===== config.mk =====
export PLATFORM = sky130hd
export DESIGN_NAME = div_unit
export DESIGN_NICKNAME = d
export VERILOG_FILES = /design/src/rtl/div_pkg.sv /design/src/rtl/div_sign_fix.sv /design/src/rtl/div_unit.sv
export SDC_FILE = /design/constraint.sdc
export NUM_CORES = 1
export LEC_CHECK = 0
export CAP_MARGIN = 15
export CORE_MARGIN = 1
export CORE_UTILIZATION = 35
export DETAILED_ROUTE_END_ITERATION = 8
export HOLD_SLACK_MARGIN = 0.03
export SLEW_MARGIN = 20
export SYNTH_ARGS = -nofsm -noshare
export SYNTH_HDL_FRONTEND = slang
export SYNTH_HIERARCHICAL = 1
export SYNTH_SLANG_ARGS = --single-unit

===== constraint.sdc =====
create_clock -name clk -period 4.5 [get_ports clk]
set_input_delay 0.9 -clock clk [delete_from_list [all_inputs] [get_ports clk]]
set_output_delay 0.9 -clock clk [all_outputs]
set_load 0.02 [all_outputs]

===== src/rtl/div_pkg.sv =====
// Shared types and constants for the iterative RV32M divider.
package div_pkg;

    typedef enum logic [1:0] {
        DIV_OP_DIV  = 2'b00,
        DIV_OP_DIVU = 2'b01,
        DIV_OP_REM  = 2'b10,
        DIV_OP_REMU = 2'b11
    } div_op_e;

    typedef enum logic [1:0] {
        IDLE,
        CALC,
        DONE
    } div_state_e;

    localparam int unsigned DIV_ITERS = 32;
    localparam int unsigned CNT_W     = $clog2(DIV_ITERS);

    function automatic logic op_is_signed(input div_op_e op);
        return (op == DIV_OP_DIV) || (op == DIV_OP_REM);
    endfunction

    function automatic logic op_is_rem(input div_op_e op);
        return (op == DIV_OP_REM) || (op == DIV_OP_REMU);
    endfunction

endpackage


===== src/rtl/div_sign_fix.sv =====
// Combinational sign handling: operand magnitudes on entry, quotient/remainder
// sign restoration on exit.
module div_sign_fix
    import div_pkg::*;
#(
    parameter int unsigned XLEN = 32
) (
    input  logic [XLEN-1:0] src_a_i,
    input  logic [XLEN-1:0] src_b_i,
    input  logic            signed_i,
    output logic [XLEN-1:0] abs_a_o,
    output logic [XLEN-1:0] abs_b_o,
    output logic            neg_a_o,
    output logic            neg_b_o,
    input  logic [XLEN-1:0] raw_quo_i,
    input  logic [XLEN-1:0] raw_rem_i,
    input  logic            neg_a_q_i,
    input  logic            neg_b_q_i,
    input  logic            div_zero_i,
    output logic [XLEN-1:0] quo_o,
    output logic [XLEN-1:0] rem_o
);

    assign neg_a_o = signed_i & src_a_i[XLEN-1];
    assign neg_b_o = signed_i & src_b_i[XLEN-1];
    assign abs_a_o = neg_a_o ? (~src_a_i + 1'b1) : src_a_i;
    assign abs_b_o = neg_b_o ? (~src_b_i + 1'b1) : src_b_i;

    // A zero divisor must keep the all-ones quotient, so negation is suppressed.
    assign quo_o = ((neg_a_q_i ^ neg_b_q_i) & ~div_zero_i) ? (~raw_quo_i + 1'b1) : raw_quo_i;
    assign rem_o = neg_a_q_i ? (~raw_rem_i + 1'b1) : raw_rem_i;

endmodule


===== src/rtl/div_unit.sv =====
// Iterative restoring divider for DIV/DIVU/REM/REMU with stall and flush handling.
// Optional fast path for divide-by-zero and signed overflow: DIV_FAST_SPECIAL_EN.
module div_unit
    import div_pkg::*;
#(
    parameter int unsigned XLEN = 32
) (
    input  logic            clk,
    input  logic            rst_n,
    input  logic            E_div_start,
    input  logic [1:0]      E_div_op,
    input  logic [XLEN-1:0] E_src_a,
    input  logic [XLEN-1:0] E_src_b,
    input  logic            E_flush,
    output logic            E_div_stall,
    output logic            E_div_valid,
    output logic [XLEN-1:0] E_div_result
);

    localparam logic [CNT_W-1:0] LastCnt = CNT_W'(DIV_ITERS - 1);

    div_state_e       state_q;
    div_op_e          op_q;
    logic             neg_a_q, neg_b_q;
    logic [XLEN-1:0]  quo_q, dvs_q, rem_q, result_q;
    logic [CNT_W-1:0] cnt_q;

    div_op_e          op_in;
    logic             in_signed, neg_a_in, neg_b_in;
    logic [XLEN-1:0]  abs_a, abs_b, fix_quo, fix_rem, quo_n, rem_n;
    logic [XLEN:0]    shifted, diff;
    logic             take;

    assign op_in     = div_op_e'(E_div_op);
    assign in_signed = op_is_signed(op_in);

    // shifted is the 33-bit partial remainder after the left shift.
    assign shifted = {rem_q, quo_q[XLEN-1]};
    assign diff    = shifted - {1'b0, dvs_q};
    assign take    = ~diff[XLEN];
    assign rem_n   = take ? diff[XLEN-1:0] : shifted[XLEN-1:0];
    assign quo_n   = {quo_q[XLEN-2:0], take};

    div_sign_fix #(.XLEN(XLEN)) u_sign_fix (
        .src_a_i    (E_src_a),
        .src_b_i    (E_src_b),
        .signed_i   (in_signed),
        .abs_a_o    (abs_a),
        .abs_b_o    (abs_b),
        .neg_a_o    (neg_a_in),
        .neg_b_o    (neg_b_in),
        .raw_quo_i  (quo_n),
        .raw_rem_i  (rem_n),
        .neg_a_q_i  (neg_a_q),
        .neg_b_q_i  (neg_b_q),
        .div_zero_i (dvs_q == '0),
        .quo_o      (fix_quo),
        .rem_o      (fix_rem)
    );

`ifdef DIV_FAST_SPECIAL_EN
    logic            b_zero, sgn_ovf;
    logic [XLEN-1:0] special_res;
    assign b_zero  = (E_src_b == '0);
    assign sgn_ovf = in_signed && (E_src_a == {1'b1, {(XLEN-1){1'b0}}}) && (E_src_b == '1);
    always_comb begin
        special_res = '0;
        if (op_is_rem(op_in)) special_res = b_zero ? E_src_a : '0;
        else                  special_res = b_zero ? '1 : {1'b1, {(XLEN-1){1'b0}}};
    end
`endif

    always_ff @(posedge clk or negedge rst_n) begin
        if (!rst_n) begin
            state_q  <= IDLE;
            op_q     <= DIV_OP_DIV;
            neg_a_q  <= 1'b0;
            neg_b_q  <= 1'b0;
            quo_q    <= '0;
            dvs_q    <= '0;
            rem_q    <= '0;
            cnt_q    <= '0;
            result_q <= '0;
        end else if (E_flush) begin
            state_q <= IDLE;
        end else begin
            unique case (state_q)
                IDLE: begin
                    if (E_div_start) begin
                        op_q    <= op_in;
                        neg_a_q <= neg_a_in;
                        neg_b_q <= neg_b_in;
                        quo_q   <= abs_a;
                        dvs_q   <= abs_b;
                        rem_q   <= '0;
                        cnt_q   <= '0;
                        state_q <= CALC;
`ifdef DIV_FAST_SPECIAL_EN
                        if (b_zero || sgn_ovf) begin
                            result_q <= special_res;
                            state_q  <= DONE;
                        end
`endif
                    end
                end
                CALC: begin
                    quo_q <= quo_n;
                    rem_q <= rem_n;
                    cnt_q <= cnt_q + 1'b1;
                    if (cnt_q == LastCnt) begin
                        result_q <= op_is_rem(op_q) ? fix_rem : fix_quo;
                        state_q  <= DONE;
                    end
                end
                DONE:    state_q <= IDLE;
                default: state_q <= IDLE;
            endcase
        end
    end

    assign E_div_stall  = rst_n & (((state_q == IDLE) & E_div_start & ~E_flush) |
                                   (state_q == CALC));
    assign E_div_valid  = (state_q == DONE) & ~E_flush;
    assign E_div_result = result_q;

endmodule


==> results of run 1 <==
[sequential cells by signal, indices dropped and copies added, names as in the netlist]
name / flops
E_div_result: 32
cnt_q: 5
dvs_q: 32
neg_a_q: 1
neg_b_q: 1
op_q: 1
quo_q: 32
rem_q: 32
state_q: 2
[metrics by stage]
| step | std cells | power (mW) | setup WS, ps | setup TNS, ps |
|---|---|---|---|---|
| finish | 1840 | 10.2 | 79.8 | 0 |
| global route | 1840 | 10.9 | -60.4 | -350 |
| CTS | 1830 | 9.51 | 63.4 | 0 |
| detailed placement | 1797 | 8.09 | -65.7 | -123 |
| global placement | 1797 | 8.01 | 13.9 | 0 |
| floorplan | 1274 | 6.08 | 100 | 0 |
[timing repair]
| action | 4_1_cts | 5_1_grt |
|---|---|---|
| endpoints found under the setup margin | 8 | 20 |
| setup buffers | 1 | 9 |
| gates cloned | 0 | 1 |
| resized for setup | 0 | 41 |
| pin swaps | 1 | 9 |
[cell type report]
type | count | area share
Multi-Input combinational cell | 1005 | 0.527
Sequential cell | 138 | 0.248
Timing Repair Buffer | 205 | 0.132
Tap cell | 396 | 0.0356
Clock buffer | 19 | 0.0318
Inverter | 64 | 0.0173
Clock inverter | 13 | 0.00854
[cell families after synthesis]
kind of cell | synth area share
XOR/XNOR | 0.116
multiplexers | 0.0951
buffers and inverters | 0.0499
AO/OA/AOI/OAI | 0.209
AND/OR/NAND/NOR | 0.175
adder cells (fa/ha/maj) | 0.0446
flip-flops | 0.311
[per-layer routing]
layer | global-route usage | vias up | wire [um]
met5 | 0 | - | 0
li1 | - | 4916 | -
met2 | 0.338 | 146 | 15700
met1 | 0.248 | 4792 | 14400
met3 | 0.0228 | 45 | 805
met4 | 0.0715 | 0 | 742
[worst min-delay path by stage]
stage / start / endpoint / slack (ps) / cells after the start
final: rst_n / dvs_q[28] / 340 / 1
after global routing: rst_n / dvs_q[28] / 360 / 1
after CTS: rst_n / dvs_q[28] / 340 / 1
after detailed placement: cnt_q[4] / cnt_q[4] / 470 / 2
after global placement: cnt_q[4] / cnt_q[4] / 460 / 2
after floorplan: cnt_q[4] / cnt_q[4] / 450 / 2
[report_power, final]
group / internal (mW) / switching [mW] / leakage, nW
Sequential: 1.52 / 0.360 / 1.81
Combinational: 3.33 / 3.63 / 3.93
Clock: 0.775 / 0.594 / 0.254
[cell usage after synthesis (21+ instances only)]
cell type,number
nor3_1,21
o21ai_0,93
nor2_1,84
mux2i_1,70
o31ai_1,28
a22o_1,27
dfrtp_1,138
ha_1,38
xor2_1,46
a21oi_1,79
a31oi_1,23
nand2_1,130
clkbuf_1,43
inv_1,64
xnor2_1,101
[worst register-to-register path, cell delays in order, from the launching register on]
cell and delay (ps):
dfrtp_1 370, inv_1 80, ha_1 360, a21oi_1 240
nor2b_2 250, a211oi_4 100, o211a_4 260, o21ba_1 220
nor3_4 240, buf_6 160, mux2_4 300, or4_4 560
nand4bb_4 290, buf_8 180, o41ai_2 310, xnor2_1 160
mux2i_1 90, a21oi_1 190
[layout by cell type, fill, tap and decap left out, types with 21 or more instances in the layout]
cell type / Yosys / routed
xnor2_1: 101 / 101
dfrtp_1: 138 / 137
ha_1: 38 / 36
o21ai_0: 93 / 91
a21oi_1: 79 / 77
nor3_1: 21 / 21
a22o_1: 27 / 27
a31oi_1: 23 / 23
nor2_1: 84 / 81
xor2_1: 46 / 46
inv_1: 64 / 62
nand2_1: 130 / 130
clkdlybuf4s50_1: 0 / 102
o31ai_1: 28 / 23
buf_4: 4 / 97
mux2i_1: 70 / 68
==> metrics.txt, run 1 <==
worst-skew pair later-pin latency=440 ps; area of the multi-input gates=7330 sq um; yosys synthesis warning count=6; crit path capture=E_div_result[29]; Async SR Flop Fraction=1.00; Pleak=6.00 nW; final setup violation count=0; share of cells above drive strength 1=0.159; vias in the first global route=9730; Initial DRT Pass Iterations=5; Sequential Area=3450 sq um; critical-path maximum fanout=5; CTS Buf Count=17; routed vias=9899; Main synth FF type=dfrtp_1; die width=180 um; CTS tree=yes; Root Driver=clkbuf_16; PortBufs=103; Max-cap violations=0; initial antenna violation count=0; final instance area=13900 sq um; register area share after synthesis=0.311; drt total wl=31.6 mm; hold_ws=337 ps; kind of critical path=reg -> reg; first-pass GRT wire length=51.0 mm; max_slew headroom=0.329; FP Rows=64; Startpoint Class=flop; Max clock buf depth=2; remaining global-route overflow=0; Final Slew Violations=0; Die Span Y=180 um; r2r setup slk=80 ps; CP endpoint kind=flop; total global-route track usage=0.195; fillers=3000; Die Area=32500 sq um; CP cell instances=inv_1 > ha_1 > a21oi_1 > nor2b_2 > a211oi_4 > o211a_4 > o21ba_1 > nor3_4 > buf_6 > mux2_4 > or4_4 > nand4bb_4 > buf_8 > o41ai_2 > xnor2_1 > mux2i_1 > a21oi_1; clock-pin slew on the worst setup and hold paths=60 ps; Post-CTS Hold Buffers=0; syn_area_per_cell=8.73 sq um; Layout area overhead=25.2%; Clock Skews=11.5 ps; Crit-path slowest cell=or4_4; WP buf/inv=3; reg2reg end=E_div_result[29]; P per Cell Area=733 nW/um^2; post-route ant nets=0; Synthesized Nets=1383; cell area after placement=13000 sq um; Initial Util=0.360; crit-path max cell delay=560 ps; area of the core=30900 sq um; RSZ-0062 raised after global routing=true; # nets final=1540; crit path DAT=4780 ps; Crit. Startpoint=dvs_q[5]; Crit path depth=17; DR iter-0 viols=532; synth unique cells=81; Synth Instances=1274; hold crit path type=in -> async; largest cells by area after synthesis=dfrtp_1, xnor2_1, mux2i_1; largest net degree at the start of global routing=69; Reg2Reg Depth=17; H-tree depth=4; Tmin final=4420 ps; Ports=104; Tightest Pin Transition=1010 ps; Synth Cell Area=11100 sq um; detailed-route vias per instance=5.38; DR DRC count=0; gpl congestion=0.889; largest area contributor in the netlist=dfrtp_1; Fin. Hold Viols=0; dpl hpwl=24.0 mm; Tcrit/Tclk final=0.982; EDFF count, synth=0; CP Data Required Time=4860 ps; Worst VDD drop=0.000451 V; fmax=226 MHz; CP most frequent cell=a21oi_1; number of antenna diodes=0; clock tree sinks=138; Synth top area share=0.311; crit-path leading delay family=simple AND/OR/NAND/NOR gates; status=finished, final reports clean; RR Startpoint=dvs_q[5]; post-synthesis register bit count=138; DR WL/cell=17.2 um; Layout Utilization=0.450
Power figures use the tool's default switching activity.
==> run 2, diff against run 1 <==
--- a/config.mk
+++ b/config.mk
@@ -6,10 +6,12 @@
 export NUM_CORES = 1
 export LEC_CHECK = 0
 export CAP_MARGIN = 15
+export CORE_ASPECT_RATIO = 0.5
 export CORE_MARGIN = 1
 export CORE_UTILIZATION = 35
 export DETAILED_ROUTE_END_ITERATION = 8
 export HOLD_SLACK_MARGIN = 0.03
+export MAX_ROUTING_LAYER = met4
 export SLEW_MARGIN = 20
 export SYNTH_ARGS = -nofsm -noshare
 export SYNTH_HDL_FRONTEND = slang
==> run 2 against run 1 <==
Against the previous run:
- via count is 0.78% higher
- routed wire length is 7.8% higher
- global-route usage is 2.3 points higher
- die area is 0.13% higher
- critical endpoint is now E_div_result[23]
- largest power group unchanged
==> metrics.txt, run 2 (synthesis results as in run 1) <==
status=finished, final reports clean (unchanged); routed vias=9976 (was 9899); kind of critical path=reg -> reg (unchanged); critical-path maximum fanout=9 (was 5); Power, Total=10.4 mW (was 10.2 mW); Final Slew Violations=0 (unchanged); commonest non-fill, non-tap cell in the layout=dfrtp_1 (unchanged); final setup violation count=0 (unchanged); max_slew headroom=0.265 (was 0.329); r2r setup slk=80 ps (about the same); dpl hpwl=26.3 mm (was 24.0 mm); CTS Buf Count=17 (unchanged); first-pass GRT wire length=53.6 mm (was 51.0 mm); gpl congestion=0.895 (was 0.889); pre-CTS setup slack=-190 ps (was -65.7 ps); Initial DRT Pass Iterations=5 (unchanged); area of the core=30800 sq um (was 30900 sq um); Setup TNS Final=0 ps (unchanged); Post-CTS Hold Buffers=0 (unchanged); largest net degree at the start of global routing=69 (unchanged); worst-skew pair later-pin latency=450 ps (was 440 ps); Root Driver=clkbuf_16 (unchanged); RR Startpoint=quo_q[31] (was dvs_q[5]); placed insts=1824 (was 1797); H-tree depth=4 (unchanged); Fin. Hold Viols=0 (unchanged); Clock Skews=12.7 ps (was 11.5 ps); crit path DAT=4790 ps (was 4780 ps); Max-cap violations=0 (unchanged); clock-pin slew on the worst setup and hold paths=70 ps (was 60 ps); crit-path max cell delay=550 ps (was 560 ps); remaining global-route overflow=0 (unchanged); CP cell instances=inv_2 > ha_4 > fa_2 > nand2b_4 > a21o_1 > a211oi_2 > o211a_4 > buf_6 > o31ai_4 > nor3_4 > buf_6 > buf_4 > mux2_4 > or4_4 > nand4bb_1 > buf_6 > o41ai_4 > xnor2_1 > mux2i_1 > a21oi_1 (was inv_1 > ha_1 > a21oi_1 > nor2b_2 > a211oi_4 > o211a_4 > o21ba_1 > nor3_4 > buf_6 > mux2_4 > or4_4 > nand4bb_4 > buf_8 > o41ai_2 > xnor2_1 > mux2i_1 > a21oi_1); RSZ-0062 raised after global routing=true (unchanged); Worst VDD drop=0.000363 V (was 0.000451 V); vias in the first global route=9764 (was 9730); PortBufs=103 (unchanged); Max clock buf depth=2 (unchanged); Initial Util=0.361 (was 0.360); Comb pwr share=0.688 (was 0.682); total global-route track usage=0.218 (was 0.195); cell internal pwr=5.58 mW (was 5.62 mW); Tmin final=4420 ps (about the same); CP most frequent cell=buf_6 (was a21oi_1); Tightest Pin Transition=1100 ps (was 1010 ps); Final WS setup=83.7 ps (was 79.8 ps); CP Data Required Time=4870 ps (was 4860 ps); Net Sw Power=4.81 mW (was 4.58 mW); Startpoint Class=flop (unchanged); post-route ant nets=0 (unchanged); Clk pwr share=0.132 (was 0.134); Reg power frac=0.181 (was 0.184); # nets final=1542 (was 1540); sw frac=0.463 (was 0.449); share of cells above drive strength 1=0.154 (was 0.159); Die Area=32500 sq um (about the same); DR iter-0 viols=633 (was 532); DR WL/cell=18.2 um (was 17.2 um); most frequent cells in the layout=dfrtp_1, nand2_1, clkdlybuf4s50_1 (unchanged); die width=254 um (was 180 um); P per Cell Area=746 nW/um^2 (was 733 nW/um^2); drt total wl=34.1 mm (was 31.6 mm); Tcrit/Tclk final=0.981 (was 0.982); Pleak=6.03 nW (was 6.00 nW); CP endpoint kind=flop (unchanged); FP Rows=45 (was 64); Ports=104 (unchanged); Reg2Reg Depth=20 (was 17); Die Span Y=128 um (was 180 um); DR DRC count=0 (unchanged); initial antenna violation count=0 (unchanged); CTS tree=yes (unchanged); hold crit path type=in -> async (unchanged); Non-Filler Instances=1869 (was 1840); clock tree sinks=138 (unchanged); Layout area overhead=25.2% (unchanged); detailed-route vias per instance=5.34 (was 5.38); Layout Utilization=0.452 (was 0.450); reg2reg end=E_div_result[23] (was E_div_result[29]); fmax=226 MHz (about the same); Crit-path slowest cell=or4_4 (unchanged)
[run 2: cell count changes in the layout (fill, tap and decap cells not counted), moves of 3 or more]
cell	change
clkinvlp_4	-4
o31ai_2	-4
mux2i_2	+3
buf_12	+3
[run 2: final cells by class]
cell class | instances | area [sq um]
Fill cell | 3000 | 16900
Multi-Input combinational cell | 1005 | 7270
Sequential cell | 138 | 3450
Clock inverter | 13 | 120
Clock buffer | 18 | 439
Timing Repair Buffer | 207 | 1870
Antenna cell | 1 | 2.50
Tap cell | 423 | 529
Inverter | 64 | 240
[run 2: worst max-delay path by stage]
| stage | cells past startpoint | to | from |
|---|---|---|---|
| after floorplan | 16 | E_div_result[25] | dvs_q[29] |
| after detailed placement | 17 | E_div_result[31] | quo_q[31] |
| after global routing | 18 | E_div_result[25] | dvs_q[0] |
| after global placement | 17 | E_div_result[31] | quo_q[31] |
| after CTS | 19 | E_div_result[25] | quo_q[31] |
| final | 20 | E_div_result[23] | quo_q[31] |
[run 2: stage by stage]
stage	hold slack, ps	instance area, sq um
after floorplan	445	11100
after global placement	457	13100
after detailed placement	473	13100
after CTS	363	13800
after global routing	381	13900
final	358	13900
[run 2: what timing repair did]
action                     in CTS  in global routing
setup endpoints to repair      16                 21
pin swaps                      10                 16
gates resized for setup        12                 16
setup buffers                  10                  3
[run 2: metal layers]
layer	track usage	wire, um	vias up
met5	-	0	-
met4	0.0482	442	0
met3	0.0313	1320	27
met2	0.322	14600	213
met1	0.313	17700	4832
li1	-	-	4904
[run 2: power by group through the flow]
stage               clock [mW]  sequential, mW  combinational [mW]
floorplan                    0            1.74                4.34
global placement             0            1.87                6.37
detailed placement           0            1.88                6.44
CTS                       1.39            1.86                6.86
global route              1.44            1.91                7.65
finish                    1.37            1.88                7.14
[run 2: critical path, delay by kind of cell (launching register included)]
family                     cells  cell delay [ps]
AOI/OAI and AO/OA              6             1170
xor gates and xnor gates       1              160
adders and majority gates      2              500
buffers and inverters          5              580
DFF                            1              360
muxes                          2              390
and+or+nand+nor                4             1170
==> run 3, diff against run 2 <==
==> constraint.sdc (replaced) <==
create_clock -name clk -period 5.4 [get_ports clk]
set_input_delay 1.08 -clock clk [delete_from_list [all_inputs] [get_ports clk]]
set_output_delay 1.08 -clock clk [all_outputs]
set_load 0.02 [all_outputs]
==> run 3 against run 2 <==
Against the previous run:
- sequential cell count unchanged
- utilization down 2.4 points
- die area unchanged
- clock skew down 0.76 ps
- fmax down 10%
- routed wire length down 6.0%
- cell area down 5.4%
- clock power down 7%
- highest routed layer unchanged
==> metrics.txt, run 3 (synthesis results as in run 1) <==
max_slew headroom=0.250 (was 0.265); fillers=2968 (was 3000); number of antenna diodes=0 (was 1); crit-path max cell delay=560 ps (was 550 ps); crit path DAT=5270 ps (was 4790 ps); clock-pin slew on the worst setup and hold paths=70 ps (about the same); Root Driver=clkbuf_16 (unchanged); DR DRC count=0 (unchanged); post-route ant nets=0 (unchanged); Reg power frac=0.204 (was 0.181); CP most frequent cell=mux2i_1 (was buf_6); Comb pwr share=0.629 (was 0.688); Clock Skews=11.9 ps (was 12.7 ps); CP Data Required Time=5760 ps (was 4870 ps); first-pass GRT wire length=51.1 mm (was 53.6 mm); cell internal pwr=4.05 mW (was 5.58 mW); die width=254 um (unchanged); CTS Buf Count=17 (unchanged); FP Rows=45 (unchanged); vias in the first global route=9385 (was 9764); P per Cell Area=580 nW/um^2 (was 746 nW/um^2); RR Startpoint=dvs_q[27] (was quo_q[31]); Crit-path slowest cell=or4_4 (unchanged); post-CTS setup buffer count=0 (was 10); Startpoint Class=flop (unchanged); Net Sw Power=3.59 mW (was 4.81 mW); largest net degree at the start of global routing=96 (was 69); Power, Total=7.64 mW (was 10.4 mW); Ports=104 (unchanged); CTS tree=yes (unchanged); worst-skew pair later-pin latency=430 ps (was 450 ps); Reg2Reg Depth=16 (was 20); Final Slew Violations=0 (unchanged); RSZ-0062 raised after global routing=false (was true); Max clock buf depth=2 (unchanged); routed vias=9667 (was 9976); # nets final=1455 (was 1542); r2r setup slk=490 ps (was 80 ps); Die Span Y=128 um (unchanged); H-tree depth=4 (unchanged); area of the core=30800 sq um (unchanged); Post-CTS Hold Buffers=0 (unchanged); Initial Util=0.361 (unchanged); placed insts=1747 (was 1824); hold crit path type=reg -> reg (was in -> async); Final WS setup=494 ps (was 83.7 ps); Worst VDD drop=0.000324 V (was 0.000363 V); Tcrit/Tclk final=0.909 (was 0.981); gpl congestion=0.911 (was 0.895); Fin. Hold Viols=0 (unchanged); Layout area overhead=18.4% (was 25.2%); drt total wl=32.1 mm (was 34.1 mm); Crit. Startpoint=dvs_q[27] (was quo_q[31]); clock tree sinks=138 (unchanged); Tmin final=4910 ps (was 4420 ps); Hold Startpoint=cnt_q[4]; Hold Crit Depth=2; fmax=204 MHz (was 226 MHz); PortBufs=103 (unchanged); final setup violation count=0 (unchanged); CP cell instances=inv_1 > ha_1 > a21o_1 > o21bai_2 > a221oi_4 > mux2i_1 > o31ai_4 > nor3_4 > buf_4 > mux2_4 > or4_4 > or4_1 > o31ai_1 > xnor2_1 > mux2i_1 > a21oi_1 (was inv_2 > ha_4 > fa_2 > nand2b_4 > a21o_1 > a211oi_2 > o211a_4 > buf_6 > o31ai_4 > nor3_4 > buf_6 > buf_4 > mux2_4 > or4_4 > nand4bb_1 > buf_6 > o41ai_4 > xnor2_1 > mux2i_1 > a21oi_1); commonest non-fill, non-tap cell in the layout=dfrtp_1 (unchanged); Worst Hold Path EP=cnt_q[4]; remaining global-route overflow=0 (unchanged); sw frac=0.470 (was 0.463); area of the multi-input gates=7140 sq um (was 7270 sq um); Sequential Area=3450 sq um (unchanged); detailed-route vias per instance=5.42 (was 5.34); Clk pwr share=0.167 (was 0.132); status=finished, final reports clean (unchanged); reg2reg end=E_div_result[31] (was E_div_result[23]); hold_ws=481 ps (was 358 ps); share of cells above drive strength 1=0.0868 (was 0.154); most frequent cells in the layout=dfrtp_1, nand2_1, clkdlybuf4s50_1 (unchanged); DR iter-0 viols=636 (was 633); dpl hpwl=24.5 mm (was 26.3 mm); Initial DRT Pass Iterations=7 (was 5); Non-Filler Instances=1782 (was 1869); initial antenna violation count=0 (unchanged); post_cts resized=0 (was 12); critical-path maximum fanout=16 (was 9); Setup TNS Final=0 ps (unchanged); Die Area=32500 sq um (unchanged); DR WL/cell=18.0 um (was 18.2 um); CP endpoint kind=flop (unchanged); pre-CTS setup slack=239 ps (was -190 ps); Max-cap violations=0 (unchanged); kind of critical path=reg -> reg (unchanged); Tightest Pin Transition=1130 ps (was 1100 ps); total global-route track usage=0.206 (was 0.218); Pleak=5.58 nW (was 6.03 nW)
-- run 3: changes by cell type in the layout (fill, tap and decap cells not counted), sizes merged, moves of 2 or more --
cell      previous run  this run
buf                105        18
bufinv               1         4
clkinv               6         3
clkinvlp             3         5
inv                 67        65
-- run 3: layout make-up --
| cell class | instances | area share |
|---|---|---|
| clock inverters | 13 | 0.0146 |
| clock buffers | 19 | 0.0336 |
| multi-input cells | 1005 | 0.542 |
| flip-flops and latches | 138 | 0.262 |
| repair buffers | 120 | 0.0890 |
| inverters | 64 | 0.0182 |
| well taps | 423 | 0.0402 |
-- run 3: through the flow --
stage / utilization / cell area, sq um
finish: 0.428 / 13200
global route: 0.428 / 13200
CTS: 0.427 / 13100
detailed placement: 0.406 / 12500
global placement: 0.406 / 12500
floorplan: - / 11100
-- run 3: worst max path at each step --
stage / slack, ps / endpoint / cells after the start
6_report: 490 / E_div_result[31] / 16
5_1_grt: 240 / E_div_result[31] / 16
4_1_cts: 180 / E_div_result[31] / 16
3_5_place_dp: 240 / E_div_result[31] / 16
3_3_place_gp: 360 / E_div_result[31] / 16
2_1_floorplan: 1000 / E_div_result[25] / 16
-- run 3: worst max-delay path: cells and delay by family (launching register included) --
family	cells	cell delay, ps
fa+ha+maj	1	390
xor+xnor	1	160
flops	1	400
buf+inv	2	400
simple gates	3	1360
mux	3	810
compound gates	6	1310
-- run 3: power groups by stage --
stage | clock network, mW | logic [mW] | registers (mW)
after CTS | 1.29 | 4.71 | 1.55
after global routing | 1.33 | 5.22 | 1.59
after global placement | 0 | 4.60 | 1.56
after floorplan | 0 | 3.62 | 1.45
after detailed placement | 0 | 4.65 | 1.57
final | 1.27 | 4.80 | 1.56
-- run 3: metal layers --
metal  part of all wire  routed length (um)  GRT usage  vias to the layer above
li1                   -                   -          -                     4745
met1               0.51               16500      0.296                     4664
met2               0.43               13700      0.302                      225
met3              0.045                1430     0.0270                       33
met4              0.015                 495     0.0567                        0
met5                  0                   0          -                        -
